## src/rtl/uart_tx_fifo_if.sv

```systemverilog
// Byte-stream handshake into the buffered UART transmitter.
// The producer drives data/valid and the transmitter answers with ready.
interface uart_tx_fifo_if;
   logic [7:0] in_data;
   logic       in_valid;
   logic       in_ready;

   modport master (
      output in_data,
      output in_valid,
      input  in_ready
   );

   modport slave (
      input  in_data,
      input  in_valid,
      output in_ready
   );
endinterface

```

## src/rtl/uart_tx_fifo.sv

```systemverilog
// Buffered 8N1 UART transmitter: bytes enter a FIFO through a valid/ready handshake
// and leave LSB first at DELAY_FRAMES clocks per bit, with no idle gap between frames.
module uart_tx_fifo #(
   parameter int DELAY_FRAMES = 234,
   parameter int FIFO_AW      = 4
) (
   input  logic             clk,
   input  logic             rst_n,
   uart_tx_fifo_if.slave    in_if,
   output logic             uart_tx_o,
   output logic             busy_o,
   output logic [FIFO_AW:0] fifo_count_o
);
   localparam int DEPTH = 1 << FIFO_AW;
   localparam int CW    = $clog2(DELAY_FRAMES);
   localparam logic [CW-1:0]    CNT_LAST   = CW'(DELAY_FRAMES - 1);
   localparam logic [FIFO_AW:0] COUNT_FULL = (FIFO_AW + 1)'(DEPTH);

   typedef enum logic [1:0] {
      S_IDLE,
      S_START,
      S_DATA,
      S_STOP
   } state_t;

   logic [7:0]         mem_q [DEPTH];
   logic [FIFO_AW-1:0] wr_ptr_q, wr_ptr_d;
   logic [FIFO_AW-1:0] rd_ptr_q, rd_ptr_d;
   logic [FIFO_AW:0]   count_q, count_d;
   logic               full, empty, push, pop, cnt_last;

   state_t             state_q;
   logic [CW-1:0]      cnt_q;
   logic [2:0]         bit_q;
   logic [7:0]         shift_q;
   logic               tx_q;

   assign full     = (count_q == COUNT_FULL);
   assign empty    = (count_q == '0);
   assign cnt_last = (cnt_q == CNT_LAST);

   // Ready depends on the count alone, so a full FIFO never refills in the cycle it pops.
   assign in_if.in_ready = !full;
   assign push           = in_if.in_valid && !full;
   assign pop            = !empty && ((state_q == S_IDLE) || ((state_q == S_STOP) && cnt_last));

   assign uart_tx_o    = tx_q;
   assign busy_o       = (state_q != S_IDLE) || !empty;
   assign fifo_count_o = count_q;

   always_comb begin
      wr_ptr_d = wr_ptr_q;
      rd_ptr_d = rd_ptr_q;
      count_d  = count_q;
      if (push) begin
         wr_ptr_d = wr_ptr_q + 1'b1;
      end
      if (pop) begin
         rd_ptr_d = rd_ptr_q + 1'b1;
      end
      case ({push, pop})
         2'b10:   count_d = count_q + 1'b1;
         2'b01:   count_d = count_q - 1'b1;
         default: count_d = count_q;
      endcase
   end

   always_ff @(posedge clk or negedge rst_n) begin
      if (!rst_n) begin
         wr_ptr_q <= '0;
         rd_ptr_q <= '0;
         count_q  <= '0;
      end else begin
         wr_ptr_q <= wr_ptr_d;
         rd_ptr_q <= rd_ptr_d;
         count_q  <= count_d;
      end
   end

   // Storage has no reset so it can map onto RAM; the pointers define validity.
   always_ff @(posedge clk) begin
      if (push) begin
         mem_q[wr_ptr_q] <= in_if.in_data;
      end
   end

   always_ff @(posedge clk or negedge rst_n) begin
      if (!rst_n) begin
         state_q <= S_IDLE;
         cnt_q   <= '0;
         bit_q   <= '0;
         shift_q <= '0;
         tx_q    <= 1'b1;
      end else begin
         case (state_q)
            S_IDLE: begin
               tx_q  <= 1'b1;
               cnt_q <= '0;
               if (pop) begin
                  shift_q <= mem_q[rd_ptr_q];
                  tx_q    <= 1'b0;
                  state_q <= S_START;
               end
            end
            S_START: begin
               if (cnt_last) begin
                  cnt_q   <= '0;
                  bit_q   <= '0;
                  tx_q    <= shift_q[0];
                  shift_q <= {1'b0, shift_q[7:1]};
                  state_q <= S_DATA;
               end else begin
                  cnt_q <= cnt_q + 1'b1;
               end
            end
            S_DATA: begin
               if (cnt_last) begin
                  cnt_q <= '0;
                  if (bit_q == 3'd7) begin
                     tx_q    <= 1'b1;
                     state_q <= S_STOP;
                  end else begin
                     bit_q   <= bit_q + 3'd1;
                     tx_q    <= shift_q[0];
                     shift_q <= {1'b0, shift_q[7:1]};
                  end
               end else begin
                  cnt_q <= cnt_q + 1'b1;
               end
            end
            S_STOP: begin
               if (cnt_last) begin
                  cnt_q <= '0;
                  if (pop) begin
                     shift_q <= mem_q[rd_ptr_q];
                     tx_q    <= 1'b0;
                     state_q <= S_START;
                  end else begin
                     state_q <= S_IDLE;
                  end
               end else begin
                  cnt_q <= cnt_q + 1'b1;
               end
            end
            default: begin
               state_q <= S_IDLE;
               tx_q    <= 1'b1;
               cnt_q   <= '0;
            end
         endcase
      end
   end
endmodule

```

## src/flat_wrapper.sv

```systemverilog
// flat-port wrapper written by rule: the top's interface ports become plain ports
module uart_tx_fifo_flat 
#(
   parameter int DELAY_FRAMES = 234,
   parameter int FIFO_AW      = 4
)
  (clk, rst_n, uart_tx_o, busy_o, fifo_count_o, in_if_in_data, in_if_in_valid, in_if_in_ready);
  uart_tx_fifo_if in_if_i ();
  input  logic clk;
  input  logic rst_n;
  output logic uart_tx_o;
  output logic busy_o;
  output logic [FIFO_AW:0] fifo_count_o;
  input wire logic [$bits(in_if_i.in_data)-1:0] in_if_in_data;
  input wire logic [$bits(in_if_i.in_valid)-1:0] in_if_in_valid;
  output wire logic [$bits(in_if_i.in_ready)-1:0] in_if_in_ready;
  assign in_if_i.in_data = in_if_in_data;
  assign in_if_i.in_valid = in_if_in_valid;
  assign in_if_in_ready = in_if_i.in_ready;
  uart_tx_fifo #(.DELAY_FRAMES(DELAY_FRAMES), .FIFO_AW(FIFO_AW)) u_core (.clk(clk), .rst_n(rst_n), .in_if(in_if_i), .uart_tx_o(uart_tx_o), .busy_o(busy_o), .fifo_count_o(fifo_count_o));
endmodule
```

## config.mk

```make
export PLATFORM = sky130hd
export DESIGN_NAME = uart_tx_fifo_flat
export DESIGN_NICKNAME = d
export VERILOG_FILES = /design/src/rtl/uart_tx_fifo_if.sv /design/src/rtl/uart_tx_fifo.sv /design/src/flat_wrapper.sv
export SDC_FILE = /design/constraint.sdc
export NUM_CORES = 1
export LEC_CHECK = 0
export ABC_AREA = 1
export CAP_MARGIN = 30
export CORE_ASPECT_RATIO = 1.4
export CORE_UTILIZATION = 61
export CTS_BUF_LIST = sky130_fd_sc_hd__clkbuf_8 sky130_fd_sc_hd__clkbuf_16
export CTS_CLUSTER_DIAMETER = 50
export DETAILED_ROUTE_END_ITERATION = 10
export GPL_TIMING_DRIVEN = 0
export PLACE_DENSITY = 0.8
export SYNTH_ARGS = -nofsm -noshare
export SYNTH_HDL_FRONTEND = slang
export SYNTH_SLANG_ARGS = --single-unit
```

## constraint.sdc

```tcl
create_clock -name clk -period 2.8 [get_ports clk]
set_input_delay 0.56 -clock clk [delete_from_list [all_inputs] [get_ports clk]]
set_output_delay 0.56 -clock clk [all_outputs]
set_load 0.02 [all_outputs]
```

# Word-level counts from Yosys, hierarchy flattened

Memories as Yosys holds them, arrays and structs flattened.
Index checks and enable logic that the tools add are counted.

$add $sub $neg: 6
Eq/ne operators: 15
Multiplexer cells: 29
Reductions and logical operators: 17

Operators by type and width:

| cell                | count |
|---|---|
| $mux 8              | 6 |
| $pmux 8 s4          | 1 |
| $pmux 8 s2          | 1 |
| $ne 2x1->1 const B  | 6 |
| $reduce_and 4->1    | 3 |
| $mux 2              | 5 |
| $pmux 5 s2          | 1 |
| $mux 1              | 9 |
| $mux 3              | 3 |
| $add 4x1->4 const B | 2 |
| $add 8x1->8 const B | 1 |
| $eq 8x8->1 const B  | 1 |
| $pmux 2 s4          | 1 |
| $eq 2x2->1 const B  | 3 |
| $pmux 3 s2          | 1 |
| $reduce_bool 2->1   | 3 |
| $add 5x1->5 const B | 1 |
| $eq 5x5->1 const B  | 1 |
| $logic_not 5->1     | 1 |
| $reduce_and 5->1    | 1 |
| $sub 5x1->5 const B | 1 |
| $eq 2x1->1 const B  | 2 |
| $pmux 1 s4          | 1 |
| $add 3x1->3 const B | 1 |
| 7 further kinds     | 11 |

Flip-flop bits (word level): 35
Bits in writable memories: 128
Input bits: 11
Output and inout bits: 8
Logic and storage cells: 76
Memories: 1

Memories:

| name         | depth | width | read ports | clocked after Yosys merged registers in | write ports | RTL line           | text |
|---|---|---|---|---|---|---|---|
| u_core.mem_q | 16    | 8     | 1          | 0                                       | 1           | uart_tx_fifo.sv:26 | `logic [7:0] mem_q [DEPTH];` |

# Logic depth before layout (Yosys ltp)

Gate-level depths: netlist of run 1.

Word-level depth: 7
Gate-level depth with buffers: 17
Depth with buffers taken out: 17

# Worst setup path before layout of run 1

No wires, ideal clock.

Path type: flip-flop to flip-flop
From: register u_core.state_q[0]
To: register u_core.count_q[4] (netlist: u_core.fifo_count_o[4])
Library setup time: 117 ps
Arrival time: 2063 ps
Data required time: 2683 ps
Setup slack: 620 ps
Stages on the path, launching flop included: 17
Buffers on the path: 0
Period minus slack after synthesis: 2180 ps
Cells stage by stage: dfrtp_1 -> inv_1 -> ha_1 -> inv_2 -> nand2_1 -> nand2_1 -> a21oi_2 -> ha_1 -> xor2_1 -> ha_1 -> inv_1 -> nand2_1 -> nand2_1 -> nand2_1 -> nand2_1 -> nand3_1 -> nand2_1

Longest elaborated chain between the ends: 6
Elaborated cells between the ends (all ways): 9
Those cells by class: eq/ne (3); mux (1); reduce/logical (5)

Ends and longest elaborated chain:

| element                                         | RTL line            | text |
|---|---|---|
| start, declared                                 | uart_tx_fifo.sv:32  | `state_t state_q;` |
| start signal, assigned                          | uart_tx_fifo.sv:89  | `state_q <= S_IDLE;` |
| start signal, assigned                          | uart_tx_fifo.sv:102 | `state_q <= S_START;` |
| start signal, assigned                          | uart_tx_fifo.sv:111 | `state_q <= S_DATA;` |
| $eq 2x2->1                                      | uart_tx_fifo.sv:45  | `assign pop = !empty && ((state_q == S_IDLE) \|\| ((state_q == S_STOP) && cnt_last));` |
| $logic_and 1x1->1                               | uart_tx_fifo.sv:45  |  |
| $logic_or 1x1->1 *                              | uart_tx_fifo.sv:45  |  |
| $logic_and 1x1->1 *                             | uart_tx_fifo.sv:45  |  |
| named net u_core.pop                            | uart_tx_fifo.sv:30  | `logic full, empty, push, pop, cnt_last;` |
| $eq 2x1->1 or $eq 2x2->1 (tied branches)        | uart_tx_fifo.sv:61  | `case ({push, pop})` |
| $pmux 5 s2 or $reduce_bool 2->1 (tied branches) | -                   |  |
| end signal, assigned                            | uart_tx_fifo.sv:76  | `count_q <= count_d;` |
| end, declared                                   | uart_tx_fifo.sv:29  | `logic [FIFO_AW:0] count_q, count_d;` |

Mark *: on every way through the listed nets, which the timed path passes. The rest lies on a longest branch.
A chain may end at the register's enable or synchronous reset.

# Final worst setup path of run 1

Ends and elaborated chain as after synthesis.

==> results.yml, run 1 <==
run_status:
  status: "completed"
worst_setup_path:
  required_ns: 3.11
  slowest_stage: "dfrtp_1"
  arrival_ns: 2.89
  reg2reg_to: "u_core.fifo_count_o[4]$_DFFE_PN0P_"
  end_kind: "flop"
  r2r_start: "u_core.state_q[0]$_DFFE_PN0P_"
  critical-path-top-delay-family: "adder cells"
  reg2reg_depth: 16
  crit_top_cell: "nand2_1"
  cp_max_fo: 6
  cp_num_buf_inv: 3
  worstPathCellList: "inv_1 -> ha_2 -> inv_2 -> nand2_1 -> nand2_1 -> a21oi_4 -> ha_2 -> xor2_1 -> ha_1 -> inv_1 -> nand2_1 -> nand2_1 -> nand2_1 -> nand2_1 -> nand3_1 -> nand2_1"
  cp.depth: 16
  start_kind: "flop"
  critical_path_class: "flop to flop"
  cpPeakStageDelay_ns: 0.42
  r2r_setup_slack_ns: 0.22
synth:
  yosysSeqAreaShare: 0.6689
  yosys-top-cells-area: "edfxtp_1 (54%), dfrtp_1 (12%), nor2_1 (7.6%)"
  yosysTopAreaCell: "edfxtp_1"
  synth_nets: 659
  synth.distinct_cells: 34
  syn_area_per_cell_um2: 11.17
  yosys_warnings: 0
  ys_ff_latch: 163
  netlist.area_leader.share: 0.5446
  netlist_area_um2: 7058
  synth_cells: 632
floorplan:
  core_um2: 11280
  io_pins: 19
  initial_core_util: 0.6257
  die_w_um: 92.91
  dieArea_um2: 12010
  rows: 46
  die_y_um: 129.3
sta:
  final.min_clock_period_ns: 2.582
  setup_violations: 0
  fin_crit_sh: 0.9222
  fin_setup_tns_ns: 0
  worst_slack_ns: 0.2177
  hold_violations: 0
  fmax_ghz: 0.3873
  skew_ns: 0.008752
  tightestPinTransition_ns: 0.9251
  final_max_slew_viol_count: 0
  grt_setup_unrepaired: "no"
  max_slew_margin: 0.3810
  timing.hold.ws_ns: 0.2064
place:
  placed_cells: 794
  port_buffers: 18
  placed_cell_area_um2: 7413
  detailedPlace.worstSlack_ns: 0.1069
  routabilityCongestion: 0.8534
  hpwl_mm: 11.42
drt:
  drtAntennaViolNets: 0
  wire_per_inst_um: 20.08
  dr_total_vias: 5025
  wirelength_mm: 16.59
  drc: 0
  post_drt_via_cell_ratio: 6.084
  drtIter0Drc: 687
  drt_first_pass_iters: 7
pwr:
  powerDensity_nw_per_um2: 1129
  vdd_drop_max_uv: 499.7
  p_leak_nw: 3.021
  power_mw: 9.085
clocking:
  cts_setup_buffers: 0
  clk_path_buf_depth: 2
  cts_tree: "built"
  clk_latency_ns: 0.42
  clk_pin_slew_ns: 0.07
  ctsRootBufferMaster: "clkbuf_16"
  htree_levels: 4
  numCtsBuffers: 17
  clkSinkCount: 163
final_layout:
  drive_above_1_share: 0.09091
  mostFrequentLayoutCells: "nor2_1 (142), edfxtp_1 (128), nand2_1 (62), o21ai_0 (57), nand3_1 (47)"
  num-nets-final: 696
  stdcell_count: 826
  final_area_um2: 8045
  final_core_util: 0.7132
  diodes: 0
  layout_commonest_cell: "nor2_1"
  synthToLayoutAreaGrowth_pct: 13.99
  nFillCells: 765
flow_run:
  drv_cap: 0
min_path:
  hold_path.class: "input pin to async pin"
grt:
  grt_start_max_net_pins: 36
  first_global_vias: 4899
  track_usage: 0.2901
  grt_pass1_wl_mm: 25.27
  overflow: 0
  antenna_found_initial: 0
## synthesized netlist by cell type
cell / instances
nor2_1: 142
edfxtp_1: 128
nand2_1: 62
o21ai_0: 57
nand3_1: 47
dfrtp_1: 34
inv_1: 28
o21ai_1: 22
ha_1: 16
clkbuf_1: 15
buf_2: 9
o211ai_1: 9
o221ai_1: 9
xor2_1: 7
inv_2: 6
a21oi_1: 5
nand4_1: 5
a22o_1: 4
nor3_1: 4
nand2_4: 3
o22ai_1: 3
clkinv_1: 2
nand2_2: 2
nor2_2: 2
xnor2_1: 2
a21oi_2: 1
buf_6: 1
dfstp_2: 1
nand2_8: 1
nand3_4: 1
nor2_4: 1
nor3b_1: 1
o31ai_1: 1
or2_0: 1
## layout make-up
| class | instances | area [um^2] | share of cell area |
|---|---|---|---|
| flip-flops and latches | 163 | 4721 | 0.5868 |
| multi-input cells | 408 | 2102 | 0.2613 |
| clock buffers | 17 | 425.4 | 0.05288 |
| well taps | 144 | 180.2 | 0.02240 |
| clock inverters | 15 | 193.9 | 0.02411 |
| repair buffers | 18 | 175.2 | 0.02177 |
| inverters | 36 | 135.1 | 0.01680 |
| plain buffers | 25 | 112.6 | 0.01400 |
## logic make-up after synthesis
logic type,count (synthesis),share of synthesized area
adder cells (fa/ha/maj),16,0.02836
XOR/XNOR,9,0.01117
buffers and inverters,61,0.03510
AO/OA/AOI/OAI,111,0.09023
AND/OR/NAND/NOR,272,0.1663
flip-flops,163,0.6689
## how the worst max path moves through the flow
stage | end | slack, ns | from
2_1_floorplan | u_core.fifo_count_o[4]$_DFFE_PN0P_ | 0.62 | u_core.state_q[0]$_DFFE_PN0P_
3_3_place_gp | u_core.mem_q[11][3]$_DFFE_PP_ | 0.25 | in_if_in_valid
3_5_place_dp | u_core.mem_q[11][5]$_DFFE_PP_ | 0.11 | in_if_in_valid
4_1_cts | u_core.fifo_count_o[4]$_DFFE_PN0P_ | 0.15 | u_core.state_q[0]$_DFFE_PN0P_
5_1_grt | u_core.fifo_count_o[4]$_DFFE_PN0P_ | 0.02 | u_core.state_q[0]$_DFFE_PN0P_
6_report | u_core.fifo_count_o[4]$_DFFE_PN0P_ | 0.22 | u_core.state_q[0]$_DFFE_PN0P_
## routing by layer
| metal | share of wire | wire [um] | track usage |
|---|---|---|---|
| met3 | 0.072 | 1193 | 0.06749 |
| met1 | 0.36 | 5950 | 0.3282 |
| met2 | 0.54 | 8909 | 0.5294 |
| met5 | 0 | 0 | 0 |
| met4 | 0.032 | 534 | 0.1104 |
## flip-flops by register name, indices dropped and copies added (netlist names)
name,cells
u_core.uart_tx_o,1
u_core.mem_q,128
u_core.bit_q,3
u_core.rd_ptr_q,4
u_core.state_q,2
u_core.cnt_q,8
u_core.wr_ptr_q,4
u_core.fifo_count_o,5
u_core.shift_q,8
## worst reg2reg max path: cells and delay by family, from the launching register on
family	cells	cell delay (ns)
buf+inv	3	0.31
fa+ha+maj	3	0.70
xor+xnor	1	0.23
compound gates	1	0.23
simple gates	8	0.59
flops	1	0.42
## what timing repair did
action / 4_1_cts / 5_1_grt
gates resized for setup: 0 / 3
endpoints found under the setup margin: 0 / 2
hold buffers: 0 / 0
## power by group
group / internal [mW] / switching, mW / leakage, nW
registers: 3.02 / 0.251 / 1.60
clock network: 1.43 / 0.996 / 0.301
logic: 1.10 / 2.29 / 1.12
total: 5.54 / 3.54 / 3.02
Note: power is estimated with default switching activity, not from simulation.
==> inputs of run 2 (changes only) <==
--- a/config.mk
+++ b/config.mk
@@ -14,6 +14,7 @@
 export DETAILED_ROUTE_END_ITERATION = 10
 export GPL_TIMING_DRIVEN = 0
 export PLACE_DENSITY = 0.8
+export SLEW_MARGIN = 20
 export SYNTH_ARGS = -nofsm -noshare
 export SYNTH_HDL_FRONTEND = slang
 export SYNTH_SLANG_ARGS = --single-unit
==> run 2 against run 1 <==
Effect of this change:
- sequential power is essentially flat
- critical endpoint unchanged
- clock skew grew 0.0013 ns
- largest cell class unchanged
- largest power group unchanged
- final cell count grew 0.24%
- setup slack gained 0.015 ns
==> results.yml, run 2 (same netlist as run 1, synthesis figures left out) <==
grt:
  grtUsageMet1: 0.3336
  antenna_found_initial: 0
  grt_pass1_wl_mm: 25.56
  busiest_layer: "met2"
  grt_start_max_net_pins: 33
  track_usage: 0.2951
  use_met3: 0.06338
  overflow: 0
  grtUsageMet2: 0.5212
  first_global_vias: 5045
sta:
  worst_slack_ns: 0.2332
  max_slew_margin: 0.3373
  skew_ns: 0.01003
  setup_violations: 0
  grt_setup_unrepaired: "no"
  fmax_ghz: 0.3896
  fin_crit_sh: 0.9167
  tightestPinTransition_ns: 0.9905
  hold_violations: 0
  final.min_clock_period_ns: 2.567
  fin_setup_tns_ns: 0
  final_max_slew_viol_count: 0
final_layout:
  top_register: "u_core.mem_q"
  synthToLayoutAreaGrowth_pct: 14.06
  drive_above_1_share: 0.09211
  mostFrequentLayoutCells: "nor2_1 (142), edfxtp_1 (128), nand2_1 (62), o21ai_0 (57), nand3_1 (47)"
  layout_commonest_cell: "nor2_1"
  top_regs: "u_core.mem_q (128), u_core.cnt_q (8), u_core.shift_q (8)"
  largest_reg_flops: 128
  nFillCells: 772
  diodes: 0
  num-nets-final: 698
  stdcell_count: 828
floorplan:
  rows: 46
  io_pins: 19
  dieArea_um2: 12010
  initial_core_util: 0.6257
  die_y_um: 129.3
  core_um2: 11280
  die_w_um: 92.91
drt:
  post_drt_via_cell_ratio: 6.098
  wire_per_inst_um: 20.33
  drtIter0Drc: 738
  drt_first_pass_iters: 5
  drc: 0
  wirelength_mm: 16.83
  drtAntennaViolNets: 0
  dr_total_vias: 5049
worst_setup_path:
  cp_max_fo: 6
  cp_num_buf_inv: 3
  worstPathCellList: "inv_1 -> ha_2 -> inv_2 -> nand2_1 -> nand2_1 -> a21oi_4 -> ha_2 -> xor2_1 -> ha_1 -> inv_1 -> nand2_1 -> nand2_1 -> nand2_1 -> nand2_1 -> nand3_1 -> nand2_1"
  start_kind: "flop"
  cpPeakStageDelay_ns: 0.42
  crit_top_cell: "nand2_1"
  critical_path_class: "flop to flop"
  reg2reg_depth: 16
  arrival_ns: 2.87
  end_kind: "flop"
  critical-path-top-delay-family: "adder cells"
  required_ns: 3.11
  cp.depth: 16
  slowest_stage: "dfrtp_1"
clocking:
  cts_tree: "built"
  ctsRootBufferMaster: "clkbuf_16"
  clk_latency_ns: 0.42
  clk_path_buf_depth: 2
  htree_levels: 4
  clk_pin_slew_ns: 0.07
  numCtsBuffers: 17
  clkSinkCount: 163
pwr:
  p_leak_nw: 3.025
  powerDensity_nw_per_um2: 1119
  vdd_drop_max_uv: 555.8
place:
  placed_cells: 795
  port_buffers: 18
  detailedPlace.worstSlack_ns: 0.09697
  hpwl_mm: 11.46
  routabilityCongestion: 0.8534
run_status:
  status: "completed"
min_path:
  hold_path.class: "input pin to async pin"
flow_run:
  drv_cap: 0
==> run 2: cell types whose count changed in the layout (fill, tap and decap cells not counted) <==
cell / delta
dlygate4sd3_1: +1
buf_12: +1
clkinv_2: +1
bufinv_16: -1
==> run 2: through the flow <==
step             util  cell area [um^2]  hold WS, ns  power (mW)
5_1_grt        0.7136              8050       0.4860       9.470
6_report       0.7136              8050       0.4691       9.006
4_1_cts        0.7125              8038       0.4622       8.940
3_5_place_dp   0.6589              7433       0.3787       6.607
2_1_floorplan       -              7058       0.2644       5.553
3_3_place_gp   0.6576              7418       0.4625       6.412
==> run 2: path summary, 6_finish.rpt <==
check                                         startpoint                            endpoint  slack (ns)
min reg2reg                    u_core.cnt_q[0]$_DFF_PN0_           u_core.cnt_q[0]$_DFF_PN0_        0.49
min in group clk               u_core.cnt_q[0]$_DFF_PN0_           u_core.cnt_q[0]$_DFF_PN0_        0.49
min                                                rst_n  u_core.fifo_count_o[3]$_DFFE_PN0P_        0.47
max in group asynchronous                          rst_n        u_core.uart_tx_o$_DFFE_PN1P_        1.88
max                        u_core.state_q[0]$_DFFE_PN0P_  u_core.fifo_count_o[4]$_DFFE_PN0P_        0.23
max reg2reg                u_core.state_q[0]$_DFFE_PN0P_  u_core.fifo_count_o[4]$_DFFE_PN0P_        0.23
==> run 2: layout make-up <==
class	instances	area, um^2	area share
Buffer	25	112.6	0.01399
Clock buffer	17	425.4	0.05284
Clock inverter	15	168.9	0.02098
Inverter	36	135.1	0.01679
Multi-Input combinational cell	408	2102	0.2611
Sequential cell	163	4721	0.5864
Tap cell	144	180.2	0.02238
Timing Repair Buffer	20	205.2	0.02549
==> run 2: routing by layer <==
layer / routed length, um / share of wire
met1: 6052 / 0.36
met3: 1062 / 0.063
met2: 8997 / 0.53
met4: 717 / 0.043
met5: 0 / 0
==> run 2: report_power, final <==
group          leakage [nW]  total, mW  switching (mW)  internal [mW]
registers              1.60       3.26           0.247           3.02
clock network         0.291       2.32           0.983           1.34
logic                  1.14       3.42            2.32           1.10
total                  3.02       9.01            3.55           5.46
==> run 2: what timing repair did <==
action                                  in CTS  in global routing
hold endpoints to repair                     3                  0
setup buffers                                0                  0
endpoints found under the setup margin       0                  2
hold buffers                                 1                  0
gates resized for setup                      0                  3
==> inputs of run 3 (changes only) <==
--- a/config.mk
+++ b/config.mk
@@ -8,12 +8,11 @@
 export ABC_AREA = 1
 export CAP_MARGIN = 30
 export CORE_ASPECT_RATIO = 1.4
-export CORE_UTILIZATION = 61
+export CORE_UTILIZATION = 65
 export CTS_BUF_LIST = sky130_fd_sc_hd__clkbuf_8 sky130_fd_sc_hd__clkbuf_16
-export CTS_CLUSTER_DIAMETER = 50
 export DETAILED_ROUTE_END_ITERATION = 10
 export GPL_TIMING_DRIVEN = 0
-export PLACE_DENSITY = 0.8
+export PLACE_DENSITY = 0.83
 export SLEW_MARGIN = 20
 export SYNTH_ARGS = -nofsm -noshare
 export SYNTH_HDL_FRONTEND = slang
==> constraint.sdc (replaced) <==
create_clock -name clk -period 3.15 [get_ports clk]
set_input_delay 0.63 -clock clk [delete_from_list [all_inputs] [get_ports clk]]
set_output_delay 0.63 -clock clk [all_outputs]
set_load 0.02 [all_outputs]
==> run 3 against run 2 <==
Effect of this change:
- core utilization up 4.8 points
- cell area down 1.1%
- sequential share of layout area up 0.65 points
- wire length down 3.1%
- register-to-register slack better by 0.27 ns
- fmax down 3.2%
- setup slack better by 0.27 ns
- worst hold slack worse by 0.43 ns
- largest cell class unchanged
==> results.yml, run 3 (same netlist as run 1, synthesis figures left out) <==
pwr:
  swShare: 0.3994
  vdd_drop_max_uv: 536.3
  p_sw_mw: 3.099
  power_frac_seq: 0.373
  p_leak_nw: 2.997
  power_mw: 7.758
  internal-power_mw: 4.660
  powerDensity_nw_per_um2: 974.5
  p_clk_frac: 0.240
  comb_power_share: 0.386
clocking:
  htree_levels: 4
  cts_setup_buffers: 0
  cts_repair_resize_count: 0
  clk_pin_slew_ns: 0.06
  cts_tree: "built"
  numCtsBuffers: 17
  clk_path_buf_depth: 2
  clkSinkCount: 163
  holdBufCountCts: 0
  ctsRootBufferMaster: "clkbuf_16"
  clk_latency_ns: 0.43
worst_setup_path:
  start_kind: "flop"
  critical_path_class: "flop to flop"
  end_kind: "flop"
  arrival_ns: 2.97
  cp_max_fo: 6
  reg2reg_depth: 16
  required_ns: 3.47
sta:
  final.min_clock_period_ns: 2.652
  hold_violations: 0
  fmax_ghz: 0.3771
  tightestPinTransition_ns: 0.9185
  timing.hold.ws_ns: 0.04005
  setup_violations: 0
  skew_ns: 0.007415
  fin_setup_tns_ns: 0
  max_slew_margin: 0.3854
  final_max_slew_viol_count: 0
  grt_setup_unrepaired: "no"
  fin_crit_sh: 0.8418
  worst_slack_ns: 0.4983
run_status:
  status: "completed"
grt:
  first_global_vias: 5226
  grt_pass1_wl_mm: 26.48
  antenna_found_initial: 0
  overflow: 0
  grt_start_max_net_pins: 29
  track_usage: 0.3113
place:
  port_buffers: 18
  routabilityCongestion: 0.9560
  detailedPlace.worstSlack_ns: 0.4505
  hpwl_mm: 11.10
final_layout:
  num-nets-final: 697
  mostFrequentLayoutCells: "nor2_1 (142), edfxtp_1 (128), nand2_1 (62), o21ai_0 (57), nand3_1 (47)"
  largest_reg_flops: 128
  layout_commonest_cell: "nor2_1"
  diodes: 0
  drive_above_1_share: 0.08785
  top_regs: "u_core.mem_q (128), u_core.cnt_q (8), u_core.shift_q (8)"
  top_register: "u_core.mem_q"
  seq_area_um2: 4721
  synthToLayoutAreaGrowth_pct: 12.80
  multi_input_area_um2: 2090
  nFillCells: 665
floorplan:
  rows: 44
  io_pins: 19
  initial_core_util: 0.6748
  core_um2: 10460
  die_y_um: 125.3
  die_w_um: 90.07
  dieArea_um2: 11290
drt:
  wirelength_mm: 16.30
  drt_first_pass_iters: 6
  drtIter0Drc: 617
  drc: 0
  post_drt_via_cell_ratio: 6.055
  dr_total_vias: 4971
  wire_per_inst_um: 19.85
  drtAntennaViolNets: 0
flow_run:
  drv_cap: 0
min_path:
  hold_path.class: "input pin to async pin"
run 3: cell count changes in the layout (fill, tap and decap cells not counted), sizes merged:
| cell | previous run | this run |
|---|---|---|
| dlygate4sd3 | 1 | 0 |
| bufinv | 2 | 0 |
| clkinv | 6 | 8 |
| clkinvlp | 1 | 3 |
| inv | 42 | 40 |
run 3: cell type report:
type,instances,area share
buffer,25,0.01414
clock buffer,17,0.05343
clock inverter,15,0.01383
inverter,36,0.01697
multi-input combinational,408,0.2625
sequential,163,0.5930
tap,138,0.02169
timing repair buffer,19,0.02452
run 3: metrics by stage:
stage / cell area [um^2] / util / std cells
finish: 7961 / 0.7611 / 821
global route: 7961 / 0.7611 / 821
CTS: 7961 / 0.7611 / 821
detailed placement: 7426 / 0.7099 / 789
global placement: 7411 / 0.7085 / 788
floorplan: 7058 / - / 632
run 3: worst paths after layout:
kind / start / endpoint / slack, ns
max in group asynchronous: rst_n / u_core.uart_tx_o$_DFFE_PN1P_ / 2.64
max reg2reg: u_core.state_q[0]$_DFFE_PN0P_ / u_core.fifo_count_o[4]$_DFFE_PN0P_ / 0.50
max: u_core.state_q[0]$_DFFE_PN0P_ / u_core.fifo_count_o[4]$_DFFE_PN0P_ / 0.50
min in group clk: u_core.uart_tx_o$_DFFE_PN1P_ / u_core.uart_tx_o$_DFFE_PN1P_ / 0.48
min reg2reg: u_core.uart_tx_o$_DFFE_PN1P_ / u_core.uart_tx_o$_DFFE_PN1P_ / 0.48
min: rst_n / u_core.fifo_count_o[1]$_DFFE_PN0P_ / 0.04
run 3: power groups by stage:
stage | Sequential (mW) | Combinational [mW] | Clock [mW]
2_1_floorplan | 2.91 | 2.02 | 0
3_3_place_gp | 2.91 | 2.78 | 0
3_5_place_dp | 2.93 | 2.92 | 0
4_1_cts | 2.89 | 2.96 | 1.85
5_1_grt | 2.93 | 3.30 | 1.94
6_report | 2.90 | 3.00 | 1.87
run 3: routing by layer:
layer | global-route usage | part of all wire | wire, um
met1 | 0.3609 | 0.36 | 5901
met5 | 0 | 0 | 0
met2 | 0.5519 | 0.53 | 8605
met4 | 0.1423 | 0.038 | 624
met3 | 0.06691 | 0.072 | 1168
run 3: critical path, cell delays in order (launching register included):
cell and delay [ns]:
dfrtp_1 0.42, inv_1 0.16, ha_1 0.27, inv_2 0.11, nand2_1 0.08, nand2_1 0.09, a21oi_2 0.28, ha_1 0.29
xor2_1 0.22, ha_1 0.18, inv_1 0.05, nand2_1 0.09, nand2_1 0.07, nand2_1 0.06, nand2_1 0.06, nand3_1 0.07
nand2_1 0.05
